==> config.mk <==
export PLATFORM = sky130hd
export DESIGN_NAME = spi_slave_cmd_sequencer
export DESIGN_NICKNAME = d
export VERILOG_FILES = /design/src/rtl/spi_slave_pkg.sv /design/src/rtl/spi_slave_cmd_decode.sv /design/src/rtl/spi_slave_cmd_sequencer.sv
export SDC_FILE = /design/constraint.sdc
export NUM_CORES = 1
export LEC_CHECK = 0
export BUFFER_PORTS_ARGS = -buffer_cell sky130_fd_sc_hd__buf_2
export CAP_MARGIN = 20
export CORE_MARGIN = 2
export CORE_UTILIZATION = 40
export DETAILED_ROUTE_END_ITERATION = 6
export GPL_TIMING_DRIVEN = 1
export PLACE_DENSITY = 0.59
export SETUP_SLACK_MARGIN = 0.1
export SLEW_MARGIN = 20
export SYNTH_ARGS = -nofsm -noshare
export SYNTH_HDL_FRONTEND = slang
export SYNTH_SLANG_ARGS = --single-unit
==> constraint.sdc <==
create_clock -name sclk -period 2.7 [get_ports sclk]
set_input_delay 0.54 -clock sclk [delete_from_list [all_inputs] [get_ports sclk]]
set_output_delay 0.54 -clock sclk [all_outputs]
set_load 0.02 [all_outputs]
==> src/rtl/spi_slave_pkg.sv <==
// ----------------------------------------------------------------------------
// spi_slave_pkg
//   Shared types and constants for the SPI slave command front-end.
//   - spi_seq_phase_e : sequencer phase encoding (also driven out on 'phase')
//   - opcode constants : low-nibble register opcodes and full memory opcodes
//   - spi_cmd_dec_t    : result of decoding one 8-bit opcode
//   - max3             : elaboration-time helper for sizing the bit counter
// ----------------------------------------------------------------------------
package spi_slave_pkg;

   typedef enum logic [2:0] {
      PH_CMD     = 3'd0,
      PH_ADDR    = 3'd1,
      PH_DUMMY   = 3'd2,
      PH_DATA_RX = 3'd3,
      PH_DATA_TX = 3'd4,
      PH_DONE    = 3'd5,
      PH_ERR     = 3'd6
   } spi_seq_phase_e;

   // Register opcodes carry the register index in the upper nibble.
   localparam logic [3:0] OP_WR_REG_LSN = 4'h1;
   localparam logic [3:0] OP_RD_REG_LSN = 4'h5;
   localparam logic [7:0] OP_RD_REG1    = 8'h07;
   localparam logic [7:0] OP_WR_MEM     = 8'h02;
   localparam logic [7:0] OP_RD_MEM     = 8'h0B;
   localparam logic [7:0] OP_QWR_MEM    = 8'h32;
   localparam logic [7:0] OP_QRD_MEM    = 8'h6B;

   typedef struct packed {
      logic       err;      // opcode not accepted
      logic       is_reg;   // register access (8-bit word, no address)
      logic       is_rd;    // slave drives data (DATA_TX)
      logic       quad;     // 4-lane address/data
      logic [3:0] reg_idx;  // register slot, 0 for memory opcodes
   } spi_cmd_dec_t;

   function automatic int max3(input int a, input int b, input int c);
      int m;
      m = (a > b) ? a : b;
      return (m > c) ? m : c;
   endfunction

endpackage

==> src/rtl/spi_slave_cmd_decode.sv <==
// ----------------------------------------------------------------------------
// spi_slave_cmd_decode
//   Purely combinational opcode decoder.
//   Ports:
//     op  in  [7:0]          opcode (complete, MSB first already assembled)
//     dec out spi_cmd_dec_t  access type, lane mode, register slot, error flag
//   Register slots at or above N_REGS and quad opcodes with QUAD_EN==0 are
//   reported as errors; every other unlisted opcode is an error as well.
// ----------------------------------------------------------------------------
module spi_slave_cmd_decode
   import spi_slave_pkg::*;
#(
   parameter int N_REGS  = 4,
   parameter int QUAD_EN = 1
) (
   input  logic [7:0]   op,
   output spi_cmd_dec_t dec
);

   always_comb begin
      dec     = '0;
      dec.err = 1'b1;
      if (op[3:0] == OP_WR_REG_LSN) begin
         dec.err     = 1'b0;
         dec.is_reg  = 1'b1;
         dec.reg_idx = op[7:4];
      end else if (op[3:0] == OP_RD_REG_LSN) begin
         dec.err     = 1'b0;
         dec.is_reg  = 1'b1;
         dec.is_rd   = 1'b1;
         dec.reg_idx = op[7:4];
      end else if (op == OP_RD_REG1) begin
         dec.err     = 1'b0;
         dec.is_reg  = 1'b1;
         dec.is_rd   = 1'b1;
         dec.reg_idx = 4'd1;
      end else begin
         unique case (op)
            OP_WR_MEM:  dec.err = 1'b0;
            OP_RD_MEM:  begin dec.err = 1'b0; dec.is_rd = 1'b1; end
            OP_QWR_MEM: begin dec.err = 1'b0; dec.quad = 1'b1; end
            OP_QRD_MEM: begin dec.err = 1'b0; dec.quad = 1'b1; dec.is_rd = 1'b1; end
            default:    dec.err = 1'b1;
         endcase
      end

      if (dec.is_reg && (int'(dec.reg_idx) >= N_REGS)) begin
         dec.err = 1'b1;
      end
      if (dec.quad && (QUAD_EN == 0)) begin
         dec.err = 1'b1;
      end

      // A rejected opcode must not leak partial decode into the sequencer.
      if (dec.err) begin
         dec.is_reg  = 1'b0;
         dec.is_rd   = 1'b0;
         dec.quad    = 1'b0;
         dec.reg_idx = 4'd0;
      end
   end

endmodule

==> src/rtl/spi_slave_cmd_sequencer.sv <==
// ----------------------------------------------------------------------------
// spi_slave_cmd_sequencer
//   SPI slave command front-end in the sclk domain. Shifts in the opcode on
//   sdi[0], decodes it, then walks CMD -> ADDR -> DUMMY -> DATA and emits
//   per-edge strobes for the external rx/tx/address shifters.
//   Ports:
//     sclk, sys_rstn      clock (posedge) and async active-low reset
//     cs_n                sampled; high on an edge aborts back to CMD
//     sdi[3:0]            lane data (only sdi[0] is consumed here, for opcode)
//     cfg_dummy[7:0]      dummy edges for memory reads, sampled leaving ADDR
//     phase[2:0]          current spi_seq_phase_e
//     cmd, reg_sel,
//     is_reg, quad        captured opcode and decode, valid after CMD
//     addr_sample,
//     rx_sample, tx_shift Moore strobes: high in the cycle whose edge samples
//     addr_done,
//     word_done           1-cycle pulses after the last address bit / word bit
//     word_cnt            completed words, saturating
//     error               high while parked in ERR
// ----------------------------------------------------------------------------
module spi_slave_cmd_sequencer
   import spi_slave_pkg::*;
#(
   parameter int N_REGS  = 4,
   parameter int ADDR_W  = 32,
   parameter int DATA_W  = 32,
   parameter int CNT_W   = 16,
   parameter int QUAD_EN = 1,
   localparam int RS_W   = (N_REGS > 1) ? $clog2(N_REGS) : 1
) (
   input  logic              sclk,
   input  logic              sys_rstn,
   input  logic              cs_n,
   input  logic [3:0]        sdi,
   input  logic [7:0]        cfg_dummy,
   output logic [2:0]        phase,
   output logic [7:0]        cmd,
   output logic [RS_W-1:0]   reg_sel,
   output logic              is_reg,
   output logic              quad,
   output logic              addr_sample,
   output logic              addr_done,
   output logic              rx_sample,
   output logic              tx_shift,
   output logic              word_done,
   output logic [CNT_W-1:0]  word_cnt,
   output logic              error
);

   // Longest phase is a 255-edge dummy or a full single-lane address/word.
   localparam int MAX_LEN = max3(256, ADDR_W, DATA_W);
   localparam int BC_W    = $clog2(MAX_LEN);

   localparam logic [BC_W-1:0] CMD_LAST    = BC_W'(7);
   localparam logic [BC_W-1:0] REG_LAST    = BC_W'(7);
   localparam logic [BC_W-1:0] ADDR_LAST_S = BC_W'(ADDR_W - 1);
   localparam logic [BC_W-1:0] ADDR_LAST_Q = BC_W'(ADDR_W / 4 - 1);
   localparam logic [BC_W-1:0] DATA_LAST_S = BC_W'(DATA_W - 1);
   localparam logic [BC_W-1:0] DATA_LAST_Q = BC_W'(DATA_W / 4 - 1);

   spi_seq_phase_e    phase_q, phase_d;
   logic [BC_W-1:0]   cnt_q, cnt_d;
   logic [6:0]        sh_q, sh_d;
   logic [7:0]        cmd_q, cmd_d;
   logic [RS_W-1:0]   reg_sel_q, reg_sel_d;
   logic              is_reg_q, is_reg_d;
   logic              is_rd_q, is_rd_d;
   logic              quad_q, quad_d;
   logic [7:0]        dummy_q, dummy_d;
   logic              addr_done_q, addr_done_d;
   logic              word_done_q, word_done_d;
   logic [CNT_W-1:0]  word_cnt_q, word_cnt_d;

   logic [7:0]        op_full;
   spi_cmd_dec_t      dec;
   logic [BC_W-1:0]   addr_last;
   logic [BC_W-1:0]   word_last;
   logic              unused_ok;

   // The 8th opcode bit arrives on the decoding edge itself, so decode
   // looks at the shift register plus the live lane bit.
   assign op_full = {sh_q, sdi[0]};

   spi_slave_cmd_decode #(
      .N_REGS  (N_REGS),
      .QUAD_EN (QUAD_EN)
   ) u_decode (
      .op  (op_full),
      .dec (dec)
   );

   assign addr_last = quad_q ? ADDR_LAST_Q : ADDR_LAST_S;
   assign word_last = is_reg_q ? REG_LAST : (quad_q ? DATA_LAST_Q : DATA_LAST_S);

   always_comb begin
      phase_d     = phase_q;
      cnt_d       = cnt_q;
      sh_d        = sh_q;
      cmd_d       = cmd_q;
      reg_sel_d   = reg_sel_q;
      is_reg_d    = is_reg_q;
      is_rd_d     = is_rd_q;
      quad_d      = quad_q;
      dummy_d     = dummy_q;
      word_cnt_d  = word_cnt_q;
      addr_done_d = 1'b0;
      word_done_d = 1'b0;

      unique case (phase_q)
         PH_CMD: begin
            sh_d  = op_full[6:0];
            cnt_d = cnt_q + BC_W'(1);
            if (cnt_q == CMD_LAST) begin
               cnt_d = '0;
               cmd_d = op_full;
               if (dec.err) begin
                  phase_d = PH_ERR;
               end else begin
                  is_reg_d  = dec.is_reg;
                  is_rd_d   = dec.is_rd;
                  quad_d    = dec.quad;
                  reg_sel_d = dec.reg_idx[RS_W-1:0];
                  if (dec.is_reg) begin
                     phase_d = dec.is_rd ? PH_DATA_TX : PH_DATA_RX;
                  end else begin
                     phase_d = PH_ADDR;
                  end
               end
            end
         end

         PH_ADDR: begin
            cnt_d = cnt_q + BC_W'(1);
            if (cnt_q == addr_last) begin
               cnt_d       = '0;
               addr_done_d = 1'b1;
               if (!is_rd_q) begin
                  phase_d = PH_DATA_RX;
               end else if (cfg_dummy == 8'd0) begin
                  phase_d = PH_DATA_TX;
               end else begin
                  dummy_d = cfg_dummy;
                  phase_d = PH_DUMMY;
               end
            end
         end

         PH_DUMMY: begin
            cnt_d = cnt_q + BC_W'(1);
            if (cnt_q == BC_W'(dummy_q - 8'd1)) begin
               cnt_d   = '0;
               phase_d = PH_DATA_TX;
            end
         end

         PH_DATA_RX, PH_DATA_TX: begin
            cnt_d = cnt_q + BC_W'(1);
            if (cnt_q == word_last) begin
               // Memory bursts wrap the bit counter and run until abort.
               cnt_d       = '0;
               word_done_d = 1'b1;
               if (word_cnt_q != {CNT_W{1'b1}}) begin
                  word_cnt_d = word_cnt_q + CNT_W'(1);
               end
               if (is_reg_q) begin
                  phase_d = PH_DONE;
               end
            end
         end

         default: begin
            // DONE / ERR: park and ignore every edge.
         end
      endcase

      // Abort takes priority over any transition computed above; a partial
      // word is dropped without a word_done.
      if (cs_n) begin
         phase_d     = PH_CMD;
         cnt_d       = '0;
         sh_d        = '0;
         cmd_d       = '0;
         reg_sel_d   = '0;
         is_reg_d    = 1'b0;
         is_rd_d     = 1'b0;
         quad_d      = 1'b0;
         dummy_d     = '0;
         word_cnt_d  = '0;
         addr_done_d = 1'b0;
         word_done_d = 1'b0;
      end
   end

   always_ff @(posedge sclk or negedge sys_rstn) begin
      if (!sys_rstn) begin
         phase_q     <= PH_CMD;
         cnt_q       <= '0;
         sh_q        <= '0;
         cmd_q       <= '0;
         reg_sel_q   <= '0;
         is_reg_q    <= 1'b0;
         is_rd_q     <= 1'b0;
         quad_q      <= 1'b0;
         dummy_q     <= '0;
         word_cnt_q  <= '0;
         addr_done_q <= 1'b0;
         word_done_q <= 1'b0;
      end else begin
         phase_q     <= phase_d;
         cnt_q       <= cnt_d;
         sh_q        <= sh_d;
         cmd_q       <= cmd_d;
         reg_sel_q   <= reg_sel_d;
         is_reg_q    <= is_reg_d;
         is_rd_q     <= is_rd_d;
         quad_q      <= quad_d;
         dummy_q     <= dummy_d;
         word_cnt_q  <= word_cnt_d;
         addr_done_q <= addr_done_d;
         word_done_q <= word_done_d;
      end
   end

   assign phase       = phase_q;
   assign cmd         = cmd_q;
   assign reg_sel     = reg_sel_q;
   assign is_reg      = is_reg_q;
   assign quad        = quad_q;
   assign addr_sample = (phase_q == PH_ADDR);
   assign rx_sample   = (phase_q == PH_DATA_RX);
   assign tx_shift    = (phase_q == PH_DATA_TX);
   assign addr_done   = addr_done_q;
   assign word_done   = word_done_q;
   assign word_cnt    = word_cnt_q;
   assign error       = (phase_q == PH_ERR);

   // Upper lanes feed the external shifters only; upper reg_idx bits are
   // zero whenever the decode is accepted.
   assign unused_ok = ^{sdi[3:1], dec.reg_idx};

endmodule
After elaboration in Yosys (flattened, before gate mapping)
Cells that the tools add are included.
{ "classes": {"add_sub_neg": 3, "magnitude_cmp": 1, "n_eq_ne": 24, "muxes": 72, "reduce_logical": 21} }
{ "ops": {"columns": ["op", "count"], "rows": [
  ["two-way mux 8 bit", 13],
  ["two-way mux 16 bit", 4],
  ["two-way mux 3 bit", 12],
  ["one-hot mux 8 bit (4 select lines)", 1],
  ["two-way mux 1 bit", 28],
  ["two-way mux 7 bit", 3],
  ["adder 16 x 1 -> 16 bit, second input constant", 1],
  ["== test 8 x 3 -> 1 bit, second input constant", 2],
  ["== test 8 x 5 -> 1 bit", 2],
  ["!= test 16 bit, second input constant", 1],
  ["nonzero test 2 bit", 8],
  ["two-way mux 2 bit", 6],
  ["!= test 3 bit, second input constant", 4],
  ["one-hot mux 3 bit (4 select lines)", 1],
  ["two-way mux 5 bit", 2],
  ["adder 8 x 1 -> 8 bit, second input constant", 1],
  ["== test 8 x 2 -> 1 bit, second input constant", 1],
  ["== test 8 x 4 -> 1 bit, second input constant", 1],
  ["== test 8 x 6 -> 1 bit, second input constant", 1],
  ["== test 8 x 7 -> 1 bit, second input constant", 1],
  ["== test 8 bit", 1],
  ["logical NOT 8 bit", 1],
  ["two-way mux 4 bit", 2],
  ["subtractor 8 x 1 -> 8 bit, second input constant", 1],
  ["17 further kinds", 23]
]} }
{ "totals": {"regBits": 57, "elab_cells": 133} }

Logic depth before layout (Yosys ltp)
{ "depth": {"depth_word": 15, "depth_mapped": 9, "depth_no_buf": 9} }

Cells and area by module
Synthesis repeated with hierarchy kept, for this count alone.
{ "unflattened": {"cells_unflattened": 376, "hier_area_um2": 3510.9} }
{ "by_module_without_submodules": {"columns": ["module", "instances", "cells_per_inst", "area_each_um2", "seq_area_each_um2"], "rows": [
  ["spi_slave_cmd_sequencer", 1, 348, 3280.6, 1426.4],
  ["spi_slave_cmd_decode", 1, 28, 230.2, 0.0]
]} }

Least setup slack after synthesis
Ideal clock, no wire load.
{ "synth_path": {"path_type": "register -> register", "start": "reg phase_q[1], in the netlist phase[1]", "end": "reg word_cnt_q[9], in the netlist word_cnt[9]", "setup_time_ps": 78, "arrival_ps": 2452, "setup_slack_ps": 170, "path_stages_with_launch": 9, "path_buffers": 2, "cell_sequence": "dfrtp_1 buf_2 nor3b_2 a21oi_1 nand3b_4 or4_1 buf_2 or3_1 a21oi_1"} }
{ "synth_between": {"elab_chain_cells": 4} }
{ "synth_lines": {"columns": ["item", "line_no", "source"], "rows": [
  ["from (decl)", "spi_slave_cmd_sequencer.sv:61", "spi_seq_phase_e phase_q, phase_d;"],
  ["from (signal assigned)", "spi_slave_cmd_sequencer.sv:209", "phase_q <= phase_d;"],
  ["== test 3 bit", null, null],
  ["via tx_shift", "spi_slave_cmd_sequencer.sv:44", "output logic tx_shift,"],
  ["OR reduction 2 bit", "spi_slave_cmd_sequencer.sv:109", "unique case (phase_q)"],
  ["nonzero test 2 bit (no source line)", null, null],
  ["AND reduction 3 bit (no source line)", null, null],
  ["to (signal assigned)", "spi_slave_cmd_sequencer.sv:218", "word_cnt_q <= word_cnt_d;"],
  ["to (decl)", "spi_slave_cmd_sequencer.sv:72", "logic [CNT_W-1:0] word_cnt_q, word_cnt_d;"]
]} }
The timed path passes the listed nets, and every way through them passes these cells.
A chain may end at the register's enable or synchronous reset.

Final worst setup path
{ "layout_path": {"start": "reg dummy_q[0]", "end": "reg phase_q[2], in the netlist phase[2]"} }
{ "layout_between": {"elab_chain_cells": 4} }
{ "layout_lines": {"columns": ["item", "line_no", "source"], "rows": [
  ["from (decl)", "spi_slave_cmd_sequencer.sv:69", "logic [7:0] dummy_q, dummy_d;"],
  ["from (signal assigned)", "spi_slave_cmd_sequencer.sv:217", "dummy_q <= dummy_d;"],
  ["subtractor 8 x 1 -> 8 bit", "spi_slave_cmd_sequencer.sv:150", "if (cnt_q == BC_W'(dummy_q - 8'd1)) begin"],
  ["== test 8 bit", "spi_slave_cmd_sequencer.sv:150", null],
  ["!= test 3 bit (no source line)", null, null],
  ["AND reduction 6 bit (no source line)", null, null]
]} }
No other way between the ends.

==> results_dict.tcl <==
set metrics [dict create \
    run_status "finished, final reports clean" \
    end_kind "register" \
    grt_pass1_vias 2614 \
    clock_latency_ps 330 \
    drt-total-wl_um 7520 \
    largest_register_ffs 16 \
    tns_ps 0 \
    critPathTopFamily "compound AO/OA/AOI/OAI gates" \
    coreArea_sq_um 8180 \
    layout-drive-gt1-share_pct 23.0 \
    cp.required_ps 2880 \
    ios 52 \
    syn_avg_cell_area_sq_um 9.39 \
    syn_inst 358 \
    worst_pin_slew_ps 1090 \
    critical_path_depth 9 \
    synth_edf_count 0 \
    p_seq_share_pct 36.4 \
    post_drt_via_cell_ratio 5.28 \
    final_common_cell "dfrtp_1" \
    die_x_um 95.7 \
    clock_path_buffers 2 \
    gr-total-overflow 0 \
    drc 0 \
    ant_nets 0 \
    hold_path.class "in2async" \
    crit_fanout 6 \
    drtIter0Drc 115 \
    cts.sinks 57 \
    via_count 2756 \
    ctsResizeCount 0 \
    synth_ff_type "dfrtp_1" \
    ys_async_sr_fraction_pct 100 \
    n_fill_cell 797 \
    finish.net_count 430 \
    first_pass_iters 4 \
    final_cell_mix "dfrtp_1 (57), nor2_1 (49), buf_2 (48)" \
    hold_viol 0 \
    fin_crit_ps 2460 \
    cp_cell_sequence "inv_1 > ha_1 > nor3b_2 > xnor2_1 > nor4_4 > o211ai_4 > a2111oi_4 > mux2i_1 > nor2_1" \
    rows 33 \
    htree_levels 3 \
    post_cts_buffers 0 \
    syn_area_sq_um 3360 \
    grt_max_degree 61 \
    antenna_cells 0 \
    r2r_cells 9 \
    comb_power_share_pct 34.8 \
    rsz0062_at_grt "yes" \
    dieArea_sq_um 9160 \
    cp-start-kind "register" \
    die-height_um 95.7 \
    slew_headroom_pct 27.3 \
    arrival_ps 2640 \
    max_freq_mhz 407 \
    start_util_pct 41.1 \
    critical_path_class "reg2reg" \
    skew_ps 5.18 \
    ctsHoldBuffers 0 \
    antenna_found_initial 0 \
    p_clk_share_pct 28.7 \
    power_density_nw_per_um2 694 \
    leakage_nw 1.78 \
    mappedNetlistNets 376 \
    period_share_pct 90.9 \
    grt_pass1_wl_um 12900 \
    sw_frac_of_total_pct 36.4 \
    synth_seq_cells 57 \
    cts_made_buffers 9 \
    synth-seq-area-share_pct 42.4 \
    final_util_pct 48.2 \
    io_buffers 48 \
    cpPeakStageDelay_ps 460 \
    switchingPower_mw 0.996 \
    clock-root-buffer "clkbuf_8" \
    area_delta_synth_final_pct 17.2 \
    globalplace.congestion 0.818 \
    ys_warn_count 0 \
    cts.clk_slew.worst_paths_ps 60 \
    avgRoutedWirePerCell_um 14.4 \
    cts_tree "yes" \
    crit_slowest_cell "a2111oi_4" \
    finalMaxSlewViolations 0 \
    vdd_drop_max_uv 343 \
    synth.distinct_cells 63 \
    p_int_mw 1.74 \
    groute.usage.overall_pct 18.2 \
    path_buf_inv 1 \
    dp_hpwl_um 5190 \
    maxCapViolations 0 \
    finalSetupViolCount 0 \
]
## layer usage
metal  part of all wire [%]  global-route usage (%)  vias to the layer above  routed length, um
li1                       -                       -                     1381                  -
met1                     49                    26.2                     1319               3720
met2                     45                    26.7                       50               3400
met3                    4.2                    4.86                        6                315
met4                    1.1                    5.95                        0                 85
met5                      0                       0                        -                  0
## Yosys cell counts, types with 4 or more instances
library cell | n | area share, %
dfrtp_1 | 57 | 42
xnor2_1 | 15 | 3.9
buf_2 | 5 | 0.74
nor3_1 | 7 | 1.0
nor4_1 | 4 | 0.74
a21oi_1 | 16 | 2.4
inv_1 | 14 | 1.6
nor2_1 | 49 | 5.5
nor2b_1 | 4 | 0.74
nand2_1 | 35 | 3.9
nor3b_1 | 4 | 0.89
or3_1 | 5 | 0.93
a211oi_1 | 5 | 1.1
nand3_1 | 8 | 1.2
or4_1 | 5 | 1.1
mux2i_1 | 21 | 6.2
nand3b_1 | 4 | 0.89
and3_1 | 4 | 0.74
nand4_1 | 8 | 1.5
xor2_1 | 11 | 2.9
o21ai_0 | 11 | 1.6
clkbuf_1 | 10 | 1.1
## final timing paths
kind	startpoint	end	slack (ps)
setup / recovery	dummy_q[0]	phase[2]	240
hold / removal	sys_rstn	phase[1]	340
setup reg to reg	dummy_q[0]	phase[2]	240
hold reg to reg	cmd[3]	cmd[3]	510
max in group asynchronous	sys_rstn	word_cnt[10]	1870
min in group sclk	cfg_dummy[2]	dummy_q[2]	460
## area by class of cell
type                    instances  area [sq um]  share of cell area (%)
multi-input cells             269          1800                    45.8
well taps                     105           131                    3.33
repair buffers                 61           338                    8.57
inverters                      14          52.6                    1.33
clock buffers                  13           149                    3.78
flip-flops and latches         57          1430                    36.2
clock inverters                 3          40.0                    1.02
## cell families (layout without fill, tap and decap cells)
family / count (synthesis) / count (layout) / synth area share (%)
compound gates: 56 / 56 / 12.2
xor+xnor: 26 / 26 / 6.77
fa+ha+maj: 3 / 3 / 1.12
buf+inv: 32 / 91 / 4.20
flops: 57 / 57 / 42.4
mux: 22 / 22 / 6.92
simple gates: 162 / 162 / 26.4
## power by group through the flow
| stage | registers, mW | clock network (mW) | logic (mW) |
|---|---|---|---|
| floorplan | 0.993 | 0 | 0.671 |
| global placement | 1.01 | 0 | 0.939 |
| detailed placement | 1.01 | 0 | 0.942 |
| CTS | 0.995 | 0.809 | 0.946 |
| global route | 1.01 | 0.854 | 1.05 |
| finish | 0.996 | 0.786 | 0.952 |
## through the flow
stage / area, sq um / setup WS [ps] / cells / power, mW / hold slack, ps
2_1_floorplan: 3360 / 170 / 358 / 1.66 / 244
3_3_place_gp: 3740 / 208 / 506 / 1.95 / 498
3_5_place_dp: 3740 / 192 / 506 / 1.95 / 506
4_1_cts: 3930 / 179 / 522 / 2.75 / 377
5_1_grt: 3940 / 78.5 / 522 / 2.91 / 415
6_report: 3940 / 245 / 522 / 2.73 / 338
Note: power is estimated with default switching activity, not from simulation.
